[src/rtl/lcd_pkg.sv]
// Shared timing defaults, payload types and FSM states for the LCD raster generator.
package lcd_pkg;

  localparam int unsigned RGB_W = 24;

  // Default 800x480 panel timing.
  localparam int unsigned DEF_H_ACTIVE = 800;
  localparam int unsigned DEF_H_FP     = 40;
  localparam int unsigned DEF_H_SYNC   = 128;
  localparam int unsigned DEF_H_BP     = 88;
  localparam int unsigned DEF_V_ACTIVE = 480;
  localparam int unsigned DEF_V_FP     = 1;
  localparam int unsigned DEF_V_SYNC   = 3;
  localparam int unsigned DEF_V_BP     = 21;
  localparam int unsigned DEF_READ_LAT = 2;
  localparam int unsigned DEF_CW       = 11;

  typedef enum logic {
    IDLE = 1'b0,
    RUN  = 1'b1
  } lcd_state_e;

  // Control bits carried through the read-latency delay line.
  typedef struct packed {
    logic req;
    logic hs;
    logic vs;
  } align_t;

endpackage

[src/rtl/lcd_align_pipe.sv]
// Fixed-depth delay line that keeps request and sync flags aligned with returning pixels.
module lcd_align_pipe
  import lcd_pkg::*;
#(
  parameter int unsigned DEPTH = 2
) (
  input  logic   clk,
  input  logic   flush,
  input  align_t din,
  output align_t dout
);

  if (DEPTH == 0) begin : g_pass
    // Zero latency: the reader answers in the request cycle.
    logic unused_c;
    assign unused_c = clk ^ flush;
    assign dout     = din;
  end else begin : g_sr
    align_t sr [DEPTH];

    // Shift register with synchronous flush.
    always_ff @(posedge clk) begin
      if (flush) begin
        for (int i = 0; i < int'(DEPTH); i++) sr[i] <= '0;
      end else begin
        sr[0] <= din;
        for (int i = 1; i < int'(DEPTH); i++) sr[i] <= sr[i-1];
      end
    end

    assign dout = sr[DEPTH-1];
  end

endmodule

[src/rtl/lcd_timing_gen.sv]
// Raster timing generator: counts the pixel grid, requests pixels from the frame-buffer
// reader and emits hsync/vsync/de with the returned pixel aligned to de.
module lcd_timing_gen
  import lcd_pkg::*;
#(
  parameter int unsigned H_ACTIVE = DEF_H_ACTIVE,
  parameter int unsigned H_FP     = DEF_H_FP,
  parameter int unsigned H_SYNC   = DEF_H_SYNC,
  parameter int unsigned H_BP     = DEF_H_BP,
  parameter int unsigned V_ACTIVE = DEF_V_ACTIVE,
  parameter int unsigned V_FP     = DEF_V_FP,
  parameter int unsigned V_SYNC   = DEF_V_SYNC,
  parameter int unsigned V_BP     = DEF_V_BP,
  parameter bit          HS_POL   = 1'b0,
  parameter bit          VS_POL   = 1'b0,
  parameter int unsigned READ_LAT = DEF_READ_LAT,
  parameter int unsigned CW       = DEF_CW
) (
  input  logic             clk,
  input  logic             reset,
  input  logic             pll_locked,
  input  logic             enable,
  output logic             data_req,
  output logic [CW-1:0]    x,
  output logic [CW-1:0]    y,
  output logic             frame_start,
  input  logic [RGB_W-1:0] pix_in,
  output logic             hsync,
  output logic             vsync,
  output logic             de,
  output logic [RGB_W-1:0] rgb_out
);

  localparam int unsigned H_TOTAL = H_ACTIVE + H_FP + H_SYNC + H_BP;
  localparam int unsigned V_TOTAL = V_ACTIVE + V_FP + V_SYNC + V_BP;

  // One extra bit so region bounds equal to 2^CW still compare correctly.
  localparam int unsigned EW = CW + 1;

  localparam logic [EW-1:0] H_ACT_E  = EW'(H_ACTIVE);
  localparam logic [EW-1:0] H_SS_E   = EW'(H_ACTIVE + H_FP);
  localparam logic [EW-1:0] H_SE_E   = EW'(H_ACTIVE + H_FP + H_SYNC);
  localparam logic [EW-1:0] H_LAST_E = EW'(H_TOTAL - 1);
  localparam logic [EW-1:0] V_ACT_E  = EW'(V_ACTIVE);
  localparam logic [EW-1:0] V_SS_E   = EW'(V_ACTIVE + V_FP);
  localparam logic [EW-1:0] V_SE_E   = EW'(V_ACTIVE + V_FP + V_SYNC);
  localparam logic [EW-1:0] V_LAST_E = EW'(V_TOTAL - 1);

  lcd_state_e    state_q, state_d;
  logic [CW-1:0] h_cnt, v_cnt;
  logic [CW-1:0] h_nxt, v_nxt;
  logic [EW-1:0] h_e, v_e;
  logic          h_wrap_c, v_wrap_c;
  logic          run_c, flush_c;
  logic          req_c, hs_c, vs_c;
  logic          hs_q, vs_q;
  align_t        pipe_in, pipe_out;

  assign h_e      = {1'b0, h_cnt};
  assign v_e      = {1'b0, v_cnt};
  assign h_wrap_c = (h_e == H_LAST_E);
  assign v_wrap_c = (v_e == V_LAST_E);

  // Lock loss behaves like reset for everything downstream of the counters.
  assign flush_c  = reset | ~pll_locked;
  assign run_c    = (state_q == RUN) & pll_locked;

  // Next state and next counter values; counters sit at 0 outside RUN.
  always_comb begin
    state_d = state_q;
    h_nxt   = '0;
    v_nxt   = '0;
    case (state_q)
      IDLE: begin
        if (pll_locked && enable) state_d = RUN;
      end
      RUN: begin
        if (!pll_locked) begin
          state_d = IDLE;
        end else begin
          if (h_wrap_c && v_wrap_c && !enable) state_d = IDLE;
          if (h_wrap_c) begin
            h_nxt = '0;
            v_nxt = v_wrap_c ? '0 : v_cnt + CW'(1);
          end else begin
            h_nxt = h_cnt + CW'(1);
            v_nxt = v_cnt;
          end
        end
      end
      default: state_d = IDLE;
    endcase
  end

  // FSM state and raster counters.
  always_ff @(posedge clk) begin
    if (reset) begin
      state_q <= IDLE;
      h_cnt   <= '0;
      v_cnt   <= '0;
    end else begin
      state_q <= state_d;
      h_cnt   <= h_nxt;
      v_cnt   <= v_nxt;
    end
  end

  // Region decode from the current counter position.
  always_comb begin
    req_c = run_c & (h_e < H_ACT_E) & (v_e < V_ACT_E);
    hs_c  = run_c & (h_e >= H_SS_E) & (h_e < H_SE_E);
    vs_c  = run_c & (v_e >= V_SS_E) & (v_e < V_SE_E);
  end

  // Request stage: registered request, coordinates and raw syncs.
  always_ff @(posedge clk) begin
    if (flush_c) begin
      data_req    <= 1'b0;
      x           <= '0;
      y           <= '0;
      frame_start <= 1'b0;
      hs_q        <= 1'b0;
      vs_q        <= 1'b0;
    end else begin
      data_req    <= req_c;
      x           <= h_cnt;
      y           <= v_cnt;
      frame_start <= req_c & (h_cnt == '0) & (v_cnt == '0);
      hs_q        <= hs_c;
      vs_q        <= vs_c;
    end
  end

  assign pipe_in = '{req: data_req, hs: hs_q, vs: vs_q};

  lcd_align_pipe #(
    .DEPTH (READ_LAT)
  ) u_align (
    .clk   (clk),
    .flush (flush_c),
    .din   (pipe_in),
    .dout  (pipe_out)
  );

  // Output stage: capture the returning pixel and drive polarity-adjusted syncs.
  always_ff @(posedge clk) begin
    if (flush_c) begin
      de      <= 1'b0;
      rgb_out <= '0;
      hsync   <= ~HS_POL;
      vsync   <= ~VS_POL;
    end else begin
      de      <= pipe_out.req;
      rgb_out <= pipe_out.req ? pix_in : '0;
      hsync   <= pipe_out.hs ? HS_POL : ~HS_POL;
      vsync   <= pipe_out.vs ? VS_POL : ~VS_POL;
    end
  end

endmodule

[config.mk]
export PLATFORM = sky130hd
export DESIGN_NAME = lcd_timing_gen
export DESIGN_NICKNAME = d
export VERILOG_FILES = /design/src/rtl/lcd_pkg.sv /design/src/rtl/lcd_align_pipe.sv /design/src/rtl/lcd_timing_gen.sv
export SDC_FILE = /design/constraint.sdc
export NUM_CORES = 1
export LEC_CHECK = 0
export CORE_UTILIZATION = 51
export DETAILED_ROUTE_END_ITERATION = 8
export GPL_TIMING_DRIVEN = 0
export PLACE_DENSITY_LB_ADDON = 0.2
export SYNTH_ARGS = -nofsm -noshare
export SYNTH_HDL_FRONTEND = slang
export SYNTH_HIERARCHICAL = 1
export SYNTH_SLANG_ARGS = --single-unit
[constraint.sdc]
create_clock -name clk -period 5 [get_ports clk]
set_clock_uncertainty 0.05 [all_clocks]
set_input_delay 0.5 -clock clk [delete_from_list [all_inputs] [get_ports clk]]
set_output_delay 0.5 -clock clk [all_outputs]
set_load 0.005 [all_outputs]
== Word-level counts from Yosys, hierarchy flattened ==
Memory sizes are Yosys's and may differ from the RTL's.
Index checks and enable logic that the tools add are counted.

* Bits in writable memories: 6
* Bits of input ports: 28
* Latch bits: 0
* Register bits: 76
* Output and inout port bits: 51
* ROM bits: 0
* Memories kept: 1
* Logic and storage cells: 60

* Add/sub/neg operators: 2
* Order comparisons: 6
* Multipliers: 0
* Eq/ne operators: 2
* Shift-type cells: 0
* Multiplexer cells: 12
* Reduce and logical (&&, ||, !) cells: 9
* Bitwise operators: 15
* Divide/modulo/power cells: 0

{| class="wikitable"
|+ Memory list
! memory !! words !! bits a word !! rd ports !! clocked after Yosys merged registers in !! write ports !! line !! source
|-
| u_align.g_sr.sr || 2 || 3 || 2 || 0 || 2 || lcd_align_pipe.sv:19 || <nowiki>align_t sr [DEPTH];</nowiki>
|}

{| class="wikitable"
|+ Operators with widths
! operator !! number
|-
| 11-bit by 1-bit adder with 11-bit output (second input constant) || 2
|-
| 11-bit zero test || 2
|-
| 11-bit by 10-bit less-than comparator with 1-bit output (second input constant) || 2
|-
| 11-bit by 9-bit less-than comparator with 1-bit output (second input constant) || 2
|-
| 11-bit == test (second input constant) || 1
|-
| 11-bit by 9-bit == test with 1-bit output (second input constant) || 1
|-
| 11-bit by 10-bit greater-or-equal comparator with 1-bit output (second input constant) || 1
|-
| 11-bit by 9-bit greater-or-equal comparator with 1-bit output (second input constant) || 1
|-
| 11-bit 2-to-1 mux || 1
|-
| 1-bit AND || 9
|-
| 1-bit 2-to-1 mux || 8
|-
| 3-bit 2-to-1 mux || 2
|-
| 4-bit OR reduction || 1
|-
| 1-bit logical AND || 3
|-
| 1-bit NOT || 3
|-
| 1-bit bitwise OR || 3
|-
| 3-bit OR reduction || 1
|-
| 1-bit one-hot mux with 2 select lines || 1
|-
| 2-bit OR reduction || 1
|-
| 1-bit zero test || 1
|}

== Logic depth before layout (Yosys ltp) ==
* Word-level depth: 6
* Gate-level depth with buffers: 6
* Depth with buffers taken out: 6

== Modules after synthesis ==
Netlist, hierarchy kept.

{| class="wikitable"
|+ By module, submodules not included
! module !! area an instance (µm²) !! instances !! cells each !! seq. area each (µm²)
|-
| lcd_timing_gen || 2,720.1 || 1 || 268 || 1,521.5
|-
| lcd_align_pipe || 180.2 || 1 || 15 || 120.1
|}

== Worst setup path after synthesis ==
Ideal clock, no wire load.

* Path kind: reg2reg
* Start: register h_cnt[0]
* End: register v_cnt[7]
* Period minus slack after synthesis: 1.961 ns
* Required time: 4.880 ns
* Path slack: 3.039 ns
* Stages on the path, launching flop included: 6
* Setup time: 0.070 ns
* Arrival: 1.841 ns
* Buffers on the path: 0
* Cell sequence: dfxtp_1 > ha_1 > nand4_2 > or4_4 > or4_1 > a21oi_1

* Word-level cells in the longest chain between the ends: 1

{| class="wikitable"
|+ RTL lines
! what !! line !! source
|-
| from (decl) || lcd_timing_gen.sv:50 || <nowiki>logic [CW-1:0] h_cnt, v_cnt;</nowiki>
|-
| from (signal assigned) || lcd_timing_gen.sv:103 || <nowiki>h_cnt <= h_nxt;</nowiki>
|-
| 11-bit == test || lcd_timing_gen.sv:61 || <nowiki>assign h_wrap_c = (h_e == H_LAST_E);</nowiki>
|-
| to (signal assigned) || lcd_timing_gen.sv:104 || <nowiki>v_cnt <= v_nxt;</nowiki>
|-
| to (decl) || lcd_timing_gen.sv:50 ||
|}

Every way passes these cells.
A chain may end at the register's enable or synchronous reset.

== Final worst setup path ==
Same ends and word-level chain as after synthesis.

==> impl_metrics.env <==
export IMPL_numCtsBuffers=9
export IMPL_rows=27
export IMPL_critPathArrivalTime_ns=2.39
export IMPL_synth_seq_cells=82
export IMPL_first_pass_iters=4
export IMPL_final_area_mm2=0.00398
export IMPL_clock_latency_ns=0.35
export IMPL_synth_warnings=6
export IMPL_hold_viol=0
export IMPL_finalPower_mw=1.17
export IMPL_synthTopCellsByArea="dfxtp_1 57%, and3_1 5.2%, nor2_1 4.0%, and2_1 3.5%, xnor2_1 3.3%"
export IMPL_place_area_mm2=0.00377
export IMPL_avgSynthCellArea_um2=10.2
export IMPL_netlist_instances=283
export IMPL_start_util=0.527
export IMPL_crit_type="reg2reg"
export IMPL_ir_drop_v=0.000195
export IMPL_synth_cell_types=41
export IMPL_grt_pass1_vias=2032
export IMPL_cts_tree="built"
export IMPL_critPathSlowestCell="or4_4"
export IMPL_period_share=0.431
export IMPL_h_tree_depth=3
export IMPL_core_region_area_mm2=0.00551
export IMPL_cts_resized=0
export IMPL_antenna_found_initial=0
export IMPL_min_period_ns=2.16
export IMPL_overflow=0
export IMPL_drt_wirelength_per_cell_um=13.7
export IMPL_synth_area_leader_cell="dfxtp_1"
export IMPL_ios=79
export IMPL_synth_ff_type="dfxtp_1"
export IMPL_place_congestion=0.858
export IMPL_setup_ws_ns=2.84
export IMPL_dp_slack_ns=2.81
export IMPL_avgViaCountPerCell=5.04
export IMPL_routed_wl_mm=6.16
export IMPL_finalSetupViolations=0
export IMPL_cts_sinks=82
export IMPL_outcome="finished clean"
export IMPL_min_delay_path_class="reg2reg"
export IMPL_crit_path_cell_trace="ha_1 > nand4_2 > or4_4 > or4_1 > a21oi_1"
export IMPL_cp_end_kind="flop"
export IMPL_p_leak_nw=1.52
export IMPL_drtAntennaViolNets=0
export IMPL_cap_violations=0
export IMPL_pwr_density_cell_mw_per_mm2=295
export IMPL_grt_use_total=0.222
export IMPL_num_fill_cells=398
export IMPL_post_synth_top_count_cell="dfxtp_1"
export IMPL_synth_area_mm2=0.00290
export IMPL_dp_hpwl_mm=4.26
export IMPL_rsz0062_at_grt="no"
export IMPL_post_cts_setup_buffer_count=0
export IMPL_synth_edff_count=0
export IMPL_synth_async_sr_flop_share=0
export IMPL_finalSetupTns_ns=0
export IMPL_fin_nets=405
export IMPL_die_x_um=77.4
export IMPL_seqCellArea_mm2=0.00164
export IMPL_die_area_mm2=0.00599
export IMPL_via_count=2263
export IMPL_antenna_cells=0
export IMPL_startpoint_type="flop"
export IMPL_synth_net_count=316
export IMPL_grt_pass1_wl_mm=10.1
export IMPL_area_growth_pct=37.1
export IMPL_hold_buffers=0
export IMPL_layout_drive_gt1_share=0.0902
export IMPL_maxSlewHeadroom=0.701
export IMPL_path_clk_slew_ns=0.08
export IMPL_ys_top_cells_by_count="82 x dfxtp_1, 31 x nor2_1, 24 x and3_1, 16 x and2_1, 12 x nand2_1"
export IMPL_worst_ep_required_time_ns=5.23
export IMPL_worstMarginPinSlew_ns=0.449
export IMPL_grt_max_degree=14
export IMPL_multi_input_area_mm2=0.00107
export IMPL_synth_seq_area_share=0.566
export IMPL_clk_path_buf_depth=2
export IMPL_cts_root_buf="clkbuf_8"
export IMPL_synth_top_area_share=0.566
export IMPL_crit_fanout=6
export IMPL_drc=0
export IMPL_die_h_um=77.4
export IMPL_portBuffers=78
export IMPL_max_freq_ghz=0.464
export IMPL_fin_hold_ws_ns=0.388
export IMPL_max_stage_delay_ns=0.62
export IMPL_maxSlewViolCount=0
export IMPL_drtIter0Drc=86
[cell families (layout without fill, tap and decap cells)]
family | count (synthesis) | after routing | synth area share
XOR/XNOR | 15 | 15 | 0.0453
flip-flops | 82 | 82 | 0.566
AO/OA/AOI/OAI | 16 | 16 | 0.0349
adder cells (fa/ha/maj) | 5 | 5 | 0.0216
AND/OR/NAND/NOR | 137 | 137 | 0.267
buffers and inverters | 28 | 122 | 0.0647
[sequential cells by signal, indices dropped and copies added (netlist names)]
register / cells
data_req: 1
de: 1
frame_start: 1
h_cnt: 11
hs_q: 1
hsync: 1
rgb_out: 24
state_q: 1
u_align/g_sr.sr: 6
v_cnt: 11
vs_q: 1
vsync: 1
x: 11
y: 11
[final cells by class]
| cell class | count | share of cell area |
|---|---|---|
| well taps | 72 | 0.0227 |
| repair buffers | 78 | 0.196 |
| flip-flops and latches | 82 | 0.413 |
| multi-input cells | 173 | 0.269 |
| clock inverters | 4 | 0.0126 |
| clock buffers | 12 | 0.0390 |
| plain buffers | 19 | 0.0387 |
| inverters | 9 | 0.00850 |
[layer usage]
layer	up-vias	track usage	wire [µm]	part of all wire
met2	91	0.352	2810	0.46
met4	0	0.119	135	0.022
met1	1022	0.287	2880	0.47
met3	11	0.0424	329	0.053
met5	-	0	0	0
li1	1139	-	-	-
[path summary, 6_finish.rpt]
path,from,to,slack (ns),cells after the start
worst max-delay path,h_cnt[0]$_SDFF_PP0_,v_cnt[7]$_SDFFE_PP0N_,2.84,5
worst min-delay path,u_align/g_sr.sr[0][0]$_SDFF_PP0_,u_align/g_sr.sr[0][3]$_SDFF_PP0_,0.39,1
worst max register to register,h_cnt[0]$_SDFF_PP0_,v_cnt[7]$_SDFFE_PP0N_,2.84,5
worst min register to register,u_align/g_sr.sr[0][0]$_SDFF_PP0_,u_align/g_sr.sr[0][3]$_SDFF_PP0_,0.39,1
[cells in the final DEF (no fill, tap or decap), drive strengths merged]
cell            n
dfxtp          82
clkdlybuf4s50  78
nor2           31
and3           24
clkbuf         21
and2           17
nand2          12
xnor2          11
nand4          11
inv             8
nand3           8
buf             8
nor2b           7
nor3            6
nor4            6
a21oi           6
ha              5
xor2            4
or3             4
or4             4
o31ai           3
o21ai           3
and4            3
clkinvlp        2
clkinv          2
o21bai          2
nand3b          1
clkdlybuf4s15   1
bufbuf          1
or2             1
nand4bb         1
a31oi           1
nor4bb          1
a311oi          1
bufinv          1
[critical path: cells and delay by family, from the launching register on]
kind            cells  cell delay (ns)
simple gates        3             1.23
flops               1             0.41
fa+ha+maj           1             0.27
compound gates      1             0.14
[power breakdown]
| group | switching [mW] | internal (mW) | total [mW] |
|---|---|---|---|
| sequential | 0.000701 | 0.654 | 0.654 |
| combinational | 0.0125 | 0.0216 | 0.0341 |
| clock | 0.228 | 0.257 | 0.485 |
[per-stage QoR]
step / std cells / utilization
6_report: 449 / 0.722
5_1_grt: 449 / 0.722
4_1_cts: 449 / 0.722
3_5_place_dp: 433 / 0.685
3_3_place_gp: 433 / 0.685
2_1_floorplan: 283 / -
Power figures use the tool's default switching activity.
